--- config.mk ---
export PLATFORM = sky130hd
export DESIGN_NAME = adxl345_poll_seq
export DESIGN_NICKNAME = d
export VERILOG_FILES = /design/src/rtl/accel_pkg.sv /design/src/rtl/sample_tick_gen.sv /design/src/rtl/adxl345_poll_seq.sv
export SDC_FILE = /design/constraint.sdc
export NUM_CORES = 1
export LEC_CHECK = 0
export BUFFER_PORTS_ARGS = -buffer_cell sky130_fd_sc_hd__buf_2
export CAP_MARGIN = 25
export CORE_UTILIZATION = 45
export DETAILED_ROUTE_END_ITERATION = 12
export PLACE_DENSITY = 0.64
export SLEW_MARGIN = 40
export SYNTH_ARGS = -nofsm -noshare
export SYNTH_HDL_FRONTEND = slang
export SYNTH_SLANG_ARGS = --single-unit
--- constraint.sdc ---
create_clock -name clk -period 2.5 [get_ports clk]
set_input_delay 0.25 -clock clk [delete_from_list [all_inputs] [get_ports clk]]
set_output_delay 0.25 -clock clk [all_outputs]
set_load 0.02 [all_outputs]
--- src/rtl/accel_pkg.sv ---
// Shared definitions for the ADXL345 polling sequencer: register map,
// configuration values, transaction list and FSM state type.
// Optional feature macro: ADXL_DEVID_CHECK_EN (prepends a DEVID read to init).
package accel_pkg;

    localparam logic [7:0] REG_DEVID       = 8'h00;
    localparam logic [7:0] REG_BW_RATE     = 8'h2C;
    localparam logic [7:0] REG_POWER_CTL   = 8'h2D;
    localparam logic [7:0] REG_DATA_FORMAT = 8'h31;
    localparam logic [7:0] REG_DATAX0      = 8'h32;
    localparam logic [7:0] REG_DATAX1      = 8'h33;

    localparam logic [7:0] VAL_DATA_FORMAT = 8'h08;  // full resolution, +/-2g
    localparam logic [7:0] VAL_BW_RATE     = 8'h0A;  // 100 Hz output rate
    localparam logic [7:0] VAL_POWER_CTL   = 8'h08;  // measurement mode
    localparam logic [7:0] DEVID_EXPECTED  = 8'hE5;

`ifdef ADXL_DEVID_CHECK_EN
    localparam logic [2:0] IDX_FIRST_WRITE = 3'd1;
`else
    localparam logic [2:0] IDX_FIRST_WRITE = 3'd0;
`endif
    localparam logic [2:0] IDX_LAST_INIT = IDX_FIRST_WRITE + 3'd2;
    localparam logic [2:0] IDX_X0        = IDX_LAST_INIT + 3'd1;
    localparam logic [2:0] IDX_X1        = IDX_X0 + 3'd1;

    typedef enum logic [2:0] {
        IDLE,
        ISSUE,
        WAIT_DONE,
        NEXT,
        WAIT_TICK,
        PUBLISH,
        ERROR
    } seq_state_e;

    typedef struct packed {
        logic [7:0] reg_addr;
        logic       rw;
        logic [7:0] data;
    } xfer_t;

    // Transaction list: optional ID read, three config writes, two data reads.
    function automatic xfer_t list_entry(input logic [2:0] idx);
        xfer_t e;
        e = '{REG_DEVID, 1'b1, 8'h00};
        if (idx == IDX_FIRST_WRITE)              e = '{REG_DATA_FORMAT, 1'b0, VAL_DATA_FORMAT};
        else if (idx == IDX_FIRST_WRITE + 3'd1)  e = '{REG_BW_RATE, 1'b0, VAL_BW_RATE};
        else if (idx == IDX_LAST_INIT)           e = '{REG_POWER_CTL, 1'b0, VAL_POWER_CTL};
        else if (idx == IDX_X0)                  e = '{REG_DATAX0, 1'b1, 8'h00};
        else if (idx == IDX_X1)                  e = '{REG_DATAX1, 1'b1, 8'h00};
        return e;
    endfunction

endpackage

--- src/rtl/sample_tick_gen.sv ---
// Free-running sample-rate tick: one-cycle pulse every PERIOD cycles while enabled.
// The first tick fires on the first enabled cycle, so polling begins right
// after configuration rather than one full period later.
module sample_tick_gen #(
    parameter int PERIOD = 500000
) (
    input  logic clk,
    input  logic rst,
    input  logic en,
    output logic tick
);
    localparam int CW = (PERIOD > 2) ? $clog2(PERIOD) : 1;

    logic [CW-1:0] cnt;

    // Down-counter reloaded on terminal count; tick registered at terminal count.
    always_ff @(posedge clk) begin
        if (rst) begin
            cnt  <= '0;
            tick <= 1'b0;
        end else begin
            tick <= 1'b0;
            if (en) begin
                if (cnt == '0) begin
                    tick <= 1'b1;
                    cnt  <= CW'(PERIOD - 1);
                end else begin
                    cnt <= cnt - 1'b1;
                end
            end
        end
    end

endmodule

--- src/rtl/adxl345_poll_seq.sv ---
// ADXL345 configuration and X-axis polling sequencer driving i2c_controller.
// Optional feature macro: ADXL_DEVID_CHECK_EN (verify DEVID = 0xE5 before init).
//
// state     | meaning
// IDLE      | after reset, waiting for the controller to become ready
// ISSUE     | present current list entry and pulse start once ready
// WAIT_DONE | transaction in flight, timeout counting down
// NEXT      | advance list; sample is registered here when the X1 read ends
// WAIT_TICK | configured, waiting for a pending sample tick
// PUBLISH   | cycle in which sample_x / sample_valid are presented
// ERROR     | timeout or bad ID, terminal until reset
module adxl345_poll_seq
    import accel_pkg::*;
#(
    parameter int         SYS_CLK_SPEED  = 50000000,
    parameter int         SAMPLE_RATE_HZ = 100,
    parameter logic [6:0] DEV_ADDR_P     = 7'h1D,
    parameter int         TIMEOUT_CYCLES = 200000
) (
    input  logic        clk,
    input  logic        rst,
    input  logic        ready,
    input  logic        i2c_comms_finished,
    input  logic [7:0]  READ_DATA,
    output logic        start_i2c_comms,
    output logic [6:0]  DEV_ADDR,
    output logic [7:0]  REG_ADDR,
    output logic        R_W,
    output logic [7:0]  WRITE_DATA,
    output logic [15:0] sample_x,
    output logic        sample_valid,
    output logic        init_done,
    output logic        error,
    output logic [7:0]  overrun_cnt
);
    localparam int TICK_PERIOD = SYS_CLK_SPEED / SAMPLE_RATE_HZ;
    localparam int TW          = $clog2(TIMEOUT_CYCLES + 1);

    seq_state_e    state;
    logic [2:0]    idx;
    logic [7:0]    lo_byte;
    logic [7:0]    hi_byte;
    logic [TW-1:0] tmo_cnt;
    logic          tick;
    logic          pending;
    logic          pending_clr;
    xfer_t         cur;

    assign DEV_ADDR    = DEV_ADDR_P;
    assign cur         = list_entry(idx);
    assign pending_clr = (state == WAIT_TICK) && pending;

    sample_tick_gen #(.PERIOD(TICK_PERIOD)) u_tick (
        .clk  (clk),
        .rst  (rst),
        .en   (init_done),
        .tick (tick)
    );

    // One-deep pending tick; a tick landing on the clear keeps the flag set.
    always_ff @(posedge clk) begin
        if (rst) begin
            pending     <= 1'b0;
            overrun_cnt <= 8'h00;
        end else if (tick) begin
            if (pending && !pending_clr && overrun_cnt != 8'hFF)
                overrun_cnt <= overrun_cnt + 8'h01;
            pending <= 1'b1;
        end else if (pending_clr) begin
            pending <= 1'b0;
        end
    end

    // Sequencer FSM with registered bus-side outputs.
    always_ff @(posedge clk) begin
        if (rst) begin
            state           <= IDLE;
            idx             <= 3'd0;
            start_i2c_comms <= 1'b0;
            REG_ADDR        <= 8'h00;
            R_W             <= 1'b0;
            WRITE_DATA      <= 8'h00;
            lo_byte         <= 8'h00;
            hi_byte         <= 8'h00;
            tmo_cnt         <= '0;
            sample_x        <= 16'h0000;
            sample_valid    <= 1'b0;
            init_done       <= 1'b0;
            error           <= 1'b0;
        end else begin
            start_i2c_comms <= 1'b0;
            sample_valid    <= 1'b0;
            case (state)
                IDLE: begin
                    if (ready) begin
                        idx   <= 3'd0;
                        state <= ISSUE;
                    end
                end
                ISSUE: begin
                    if (ready) begin
                        REG_ADDR        <= cur.reg_addr;
                        R_W             <= cur.rw;
                        WRITE_DATA      <= cur.data;
                        start_i2c_comms <= 1'b1;
                        tmo_cnt         <= TW'(TIMEOUT_CYCLES);
                        state           <= WAIT_DONE;
                    end
                end
                WAIT_DONE: begin
                    if (i2c_comms_finished) begin
                        if (idx == IDX_X0) lo_byte <= READ_DATA;
                        if (idx == IDX_X1) hi_byte <= READ_DATA;
                        state <= NEXT;
`ifdef ADXL_DEVID_CHECK_EN
                        if (idx == 3'd0 && READ_DATA != DEVID_EXPECTED) begin
                            error <= 1'b1;
                            state <= ERROR;
                        end
`endif
                    end else if (tmo_cnt == '0) begin
                        error <= 1'b1;
                        state <= ERROR;
                    end else begin
                        tmo_cnt <= tmo_cnt - 1'b1;
                    end
                end
                NEXT: begin
                    if (idx == IDX_LAST_INIT) begin
                        idx       <= IDX_X0;
                        init_done <= 1'b1;
                        state     <= WAIT_TICK;
                    end else if (idx == IDX_X1) begin
                        // Registered here so the sample lands two cycles after finished.
                        sample_x     <= {hi_byte, lo_byte};
                        sample_valid <= 1'b1;
                        state        <= PUBLISH;
                    end else begin
                        idx   <= idx + 3'd1;
                        state <= ISSUE;
                    end
                end
                PUBLISH: begin
                    state <= WAIT_TICK;
                end
                WAIT_TICK: begin
                    if (pending) begin
                        idx   <= IDX_X0;
                        state <= ISSUE;
                    end
                end
                ERROR: begin
                    state <= ERROR;
                end
                default: begin
                    state <= IDLE;
                end
            endcase
        end
    end

endmodule
# Yosys cells after proc, flatten, opt, wreduce, memory -nomap -nowiden
# Cells that the tools add are included.
[word_totals] ff_bits=106 input_bits=12 word_cells=96
[classes] n_addsub=4 eq_ne=18 n_mux=28 bitwise=5 n_reduce_logical=24
[op_table] cell="$mux 15" count=5
[op_table] cell="$mux 18" count=3
[op_table] cell="$pmux 18 s2" count=1
[op_table] cell="$mux 3" count=11
[op_table] cell="$pmux 3 s7" count=1
[op_table] cell="$logic_not 19->1" count=1
[op_table] cell="$mux 19" count=1
[op_table] cell="$sub 19x1->19 const B" count=1
[op_table] cell="$logic_not 18->1" count=1
[op_table] cell="$sub 18x1->18 const B" count=1
[op_table] cell="$eq 3x2->1 const B" count=4
[op_table] cell="$eq 3x3->1 const B" count=4
[op_table] cell="$reduce_and 3->1" count=4
[op_table] cell="$reduce_and 4->1" count=3
[op_table] cell="$ne 2x2->1 const B" count=5
[op_table] cell="$pmux 3 s3" count=1
[op_table] cell="$add 8x1->8 const B" count=1
[op_table] cell="$ne 8x8->1 const B" count=1
[op_table] cell="$eq 3x1->1 const B" count=2
[op_table] cell="$logic_not 3->1" count=2
[op_table] cell="$ne 3x3->1 const B" count=2
[op_table] cell="$reduce_and 2->1" count=3
[op_table] cell="$mux 1" count=5
[op_table] cell="$not 1->1" count=5
[op_table] cell="other kinds (7)" count=11

# Depth between registers and ports, before layout
[logic_depth] depth_word=6 depth_mapped=8 depth_no_buf=7

# Cells and area by module
# From an unflattened synthesis, not the netlist that was laid out.
[hier_totals] cells_unflattened=527 hier_area_um2=4448.0
[by_module_without_submodules] module="adxl345_poll_seq" n_inst=1 cells_each=425 area_per_inst_um2=3503.4
[by_module_without_submodules] module="sample_tick_gen" n_inst=1 cells_each=102 area_per_inst_um2=944.7

# Worst setup path before layout
# OpenSTA, ideal clock, no wires.
[synth_path] path_type="reg-to-reg" startpoint="register u_tick.cnt[5]" endpoint="register u_tick.cnt[14]" arrival_ns=2.202 required_time_ns=2.385 slack_ns=0.183 stages_incl_launch_ff=8 n_path_buf=2 synth_period_minus_slack_ns=2.317 path_cell_list="dfxtp_1 or4_4 or4_1 buf_2 or4_4 buf_6 nand2_4 nor2_1"
[synth_via] elab_chain_cells=2
[synth_rtl] item="start: declaration" line="sample_tick_gen.sv:14" text="logic [CW-1:0] cnt;"
[synth_rtl] item="start signal: assignment" line="sample_tick_gen.sv:26" text="cnt <= CW'(PERIOD - 1);"
[synth_rtl] item="start signal: assignment" line="sample_tick_gen.sv:28" text="cnt <= cnt - 1'b1;"
[synth_rtl] item="$sub 19x1->19 / $logic_not 19->1 (equally long branches)" line="sample_tick_gen.sv:28, sample_tick_gen.sv:24"
[synth_rtl] item="$mux 19 *" line="sample_tick_gen.sv:24" text="if (cnt == '0) begin"
# Mark *: on every way between the ends. The rest lies on a longest branch, timed or not.
# A chain may end at the register's enable or synchronous reset.

# Worst setup path in the final report
[layout_path] startpoint="register u_tick.cnt[5]" endpoint="register u_tick.cnt[7]"
# The elaborated chain is that of the path after synthesis.

==> summary.txt <==
Final Hold Vio Count - 0
final net count - 568
WS Path Type - reg -> reg
Crit Path Max Fanout - 10
Vias - 3489
clk slew on worst S/H paths - 0.11 ns
Via-to-Cell Ratio - 5.12
post-CTS setup buffers - 0
Leak Pwr - 1.95 nW
Crit path top cell by count - or4_4
# clock sinks - 97
die height - 100 um
min Tclk post-route - 2.38 ns
Syn Area/Cell - 8.63 um^2
share of layout cells above drive strength 1 - 16.3%
WL/cell - 12.8 um
final period utilization - 95.1%
Highest Clock Rate - 0.420 GHz
Post-synth EDFFs - 0
TritonCTS buffer count - 9
initial core utilization - 46.5%
Area after DPL - 4660 um^2
worst hold margin - 0.126 ns
met1 Track Usage GR - 25.2%
Netlist cell types - 54
GRT Resource Usage Total - 18.4%
synth-to-layout area growth - 12.6%
RSZ-0062 raised after global routing - no
largest net degree at the start of global routing - 76
met2 GRT Util - 28.4%
Worst setup SP type - flop
clock skew - 0.0177 ns
share of flip-flops with an asynchronous set or reset - 0%
met3 usage - 4.11%
# rows - 35
ANT cells - 0
floorplan core area - 9280 um^2
global placement routability congestion - 0.808
Die Area - 10000 um^2
Die W - 100 um
CTS tree - yes
final non-filler cell total - 681
Cells after Synth - 501
Most Crowded Layer GR - met2
worst path required time - 2.76 ns
pwr dens - 660 nW/um^2
Initial DRC Count - 110
Fillers - 913
drt total wl - 8710 um
Worst Hold Class - in -> reg
Final Util - 52.4%
first-pass GRT wire length - 14900 um
fin worst setup slack - 0.121 ns
hold_buf cts - 0
Seq/Total Area, Yosys - 44.9%
CP peak stage delay - 0.65 ns
Setup violations, final - 0
critical path arrival - 2.64 ns
DRC Markers - 0
Pins Over Slew Limit - 0
Setup WS pre-CTS - 0.0610 ns
Worst-Margin Slew - 0.796 ns
# IOs - 64
PortBufs - 48
Inst Count DP - 665
H-Tree Depth - 3
vias in the first global route - 3216
#FFs+latches synth - 97
CTS max path bufs - 2
design area - 4870 um^2
hpwl dp - 6010 um
slowest CP cell - or4_4
grt total ovfl - 0
Final TNS setup - 0 ns
Max-slew headroom - 46.9%
initial antenna violation count - 0
Worst-Skew Late Latency - 0.37 ns
yosys warns - 0
commonest non-fill, non-tap cell in the layout - dfxtp_1
Detailed Routing Iterations Pass 1 - 4
CP Capture Type - flop
PnR Total Power - 3.21 mW
antenna viol nets, final - 0
max-cap violation count - 0
CTS Root Buffer Type - clkbuf_8
cell chain of the critical path - or4_4 > or4_4 > or4_4 > nand2_4 > nor2_1
status - finished clean
commonest non-fill, non-tap cells in the layout - 97 x dfxtp_1, 70 x nor2_1, 49 x nand2_1
Post-Syn Area - 4320 um^2
peak supply drop - 0.255 mV
Main synth FF type - dfxtp_1
## worst paths after layout
| check | startpoint | to | slack [ns] | cells past startpoint |
|---|---|---|---|---|
| hold / removal | READ_DATA[6] | lo_byte[6] | 0.13 | 3 |
| hold reg to reg | hi_byte[4] | sample_x[12] | 0.45 | 2 |
| setup / recovery | u_tick.cnt[5] | u_tick.cnt[7] | 0.12 | 5 |
| setup reg to reg | u_tick.cnt[5] | u_tick.cnt[7] | 0.12 | 5 |
## flip-flops by register name, indices dropped and copies added, names as in the netlist, 2 cells and up
register     cells
state            3
u_tick.cnt      19
REG_ADDR         5
tmo_cnt         18
idx              3
sample_x        16
hi_byte          8
WRITE_DATA       2
lo_byte          8
overrun_cnt      8
## where the power goes
group          leakage [nW]  switching [mW]  internal [mW]
combinational          1.07           0.336          0.220
clock                 0.101           0.606          0.393
sequential            0.784          0.0556           1.60
## synth_stat cells, types with 2 or more instances
cell	n	area share, %
a211oi_1	6	1.0
a21oi_1	42	4.9
a22oi_1	2	0.35
a311o_1	2	0.46
a311oi_1	5	1.0
a31oi_1	3	0.43
buf_4	16	2.8
clkbuf_1	21	1.8
conb_1	2	0.17
dfxtp_1	97	45
ha_1	9	2.6
inv_1	15	1.3
mux2i_1	18	4.2
nand2_1	49	4.3
nand2b_1	4	0.58
nand3_1	6	0.69
nand4_1	3	0.43
nand4b_1	2	0.41
nor2_1	70	6.1
nor3_1	18	2.1
nor4_1	7	1.0
nor4b_1	3	0.61
nor4bb_1	2	0.46
o2111ai_1	2	0.41
o211ai_1	2	0.35
o21a_1	2	0.35
o21ai_0	18	2.1
or3_1	18	2.6
or3b_2	2	0.41
or4_1	3	0.52
or4_4	2	0.52
or4b_2	2	0.46
xnor2_1	19	3.9
xor2_1	9	1.8
## metal layers
layer	routed length, um	up-vias
met1	4330	1615
met3	431	8
li1	-	1797
met5	0	-
met2	3860	69
met4	87	0
## worst max-delay path: cells and delay by family (launching register included)
family / cells / cell delay (ns)
and+or+nand+nor: 5 / 1.91
DFF: 1 / 0.36
## cell type report
class | count | area, um^2 | area share, %
multi-input cells | 362 | 2160 | 44.5
clock inverters | 7 | 73.8 | 1.52
flip-flops and latches | 97 | 1940 | 39.9
clock buffers | 9 | 124 | 2.55
repair buffers | 62 | 345 | 7.10
inverters | 15 | 56.3 | 1.16
well taps | 129 | 161 | 3.32
## cell families (layout without fill, tap and decap cells)
| logic type | count (synthesis) | count (layout) | share of synthesized area, % |
|---|---|---|---|
| simple gates | 202 | 202 | 23.3 |
| flops | 97 | 97 | 44.9 |
| xor+xnor | 28 | 28 | 5.67 |
| compound gates | 90 | 90 | 12.8 |
| mux | 18 | 18 | 4.17 |
| buf+inv | 55 | 93 | 6.37 |
| other cells | 2 | 15 | 0.174 |
| fa+ha+maj | 9 | 9 | 2.61 |
## repair_timing
action	CTS	global route
resized for setup	0	2
endpoints found under the hold margin	0	0
setup endpoints to repair	0	11
Note: power is estimated with default switching activity, not from simulation.
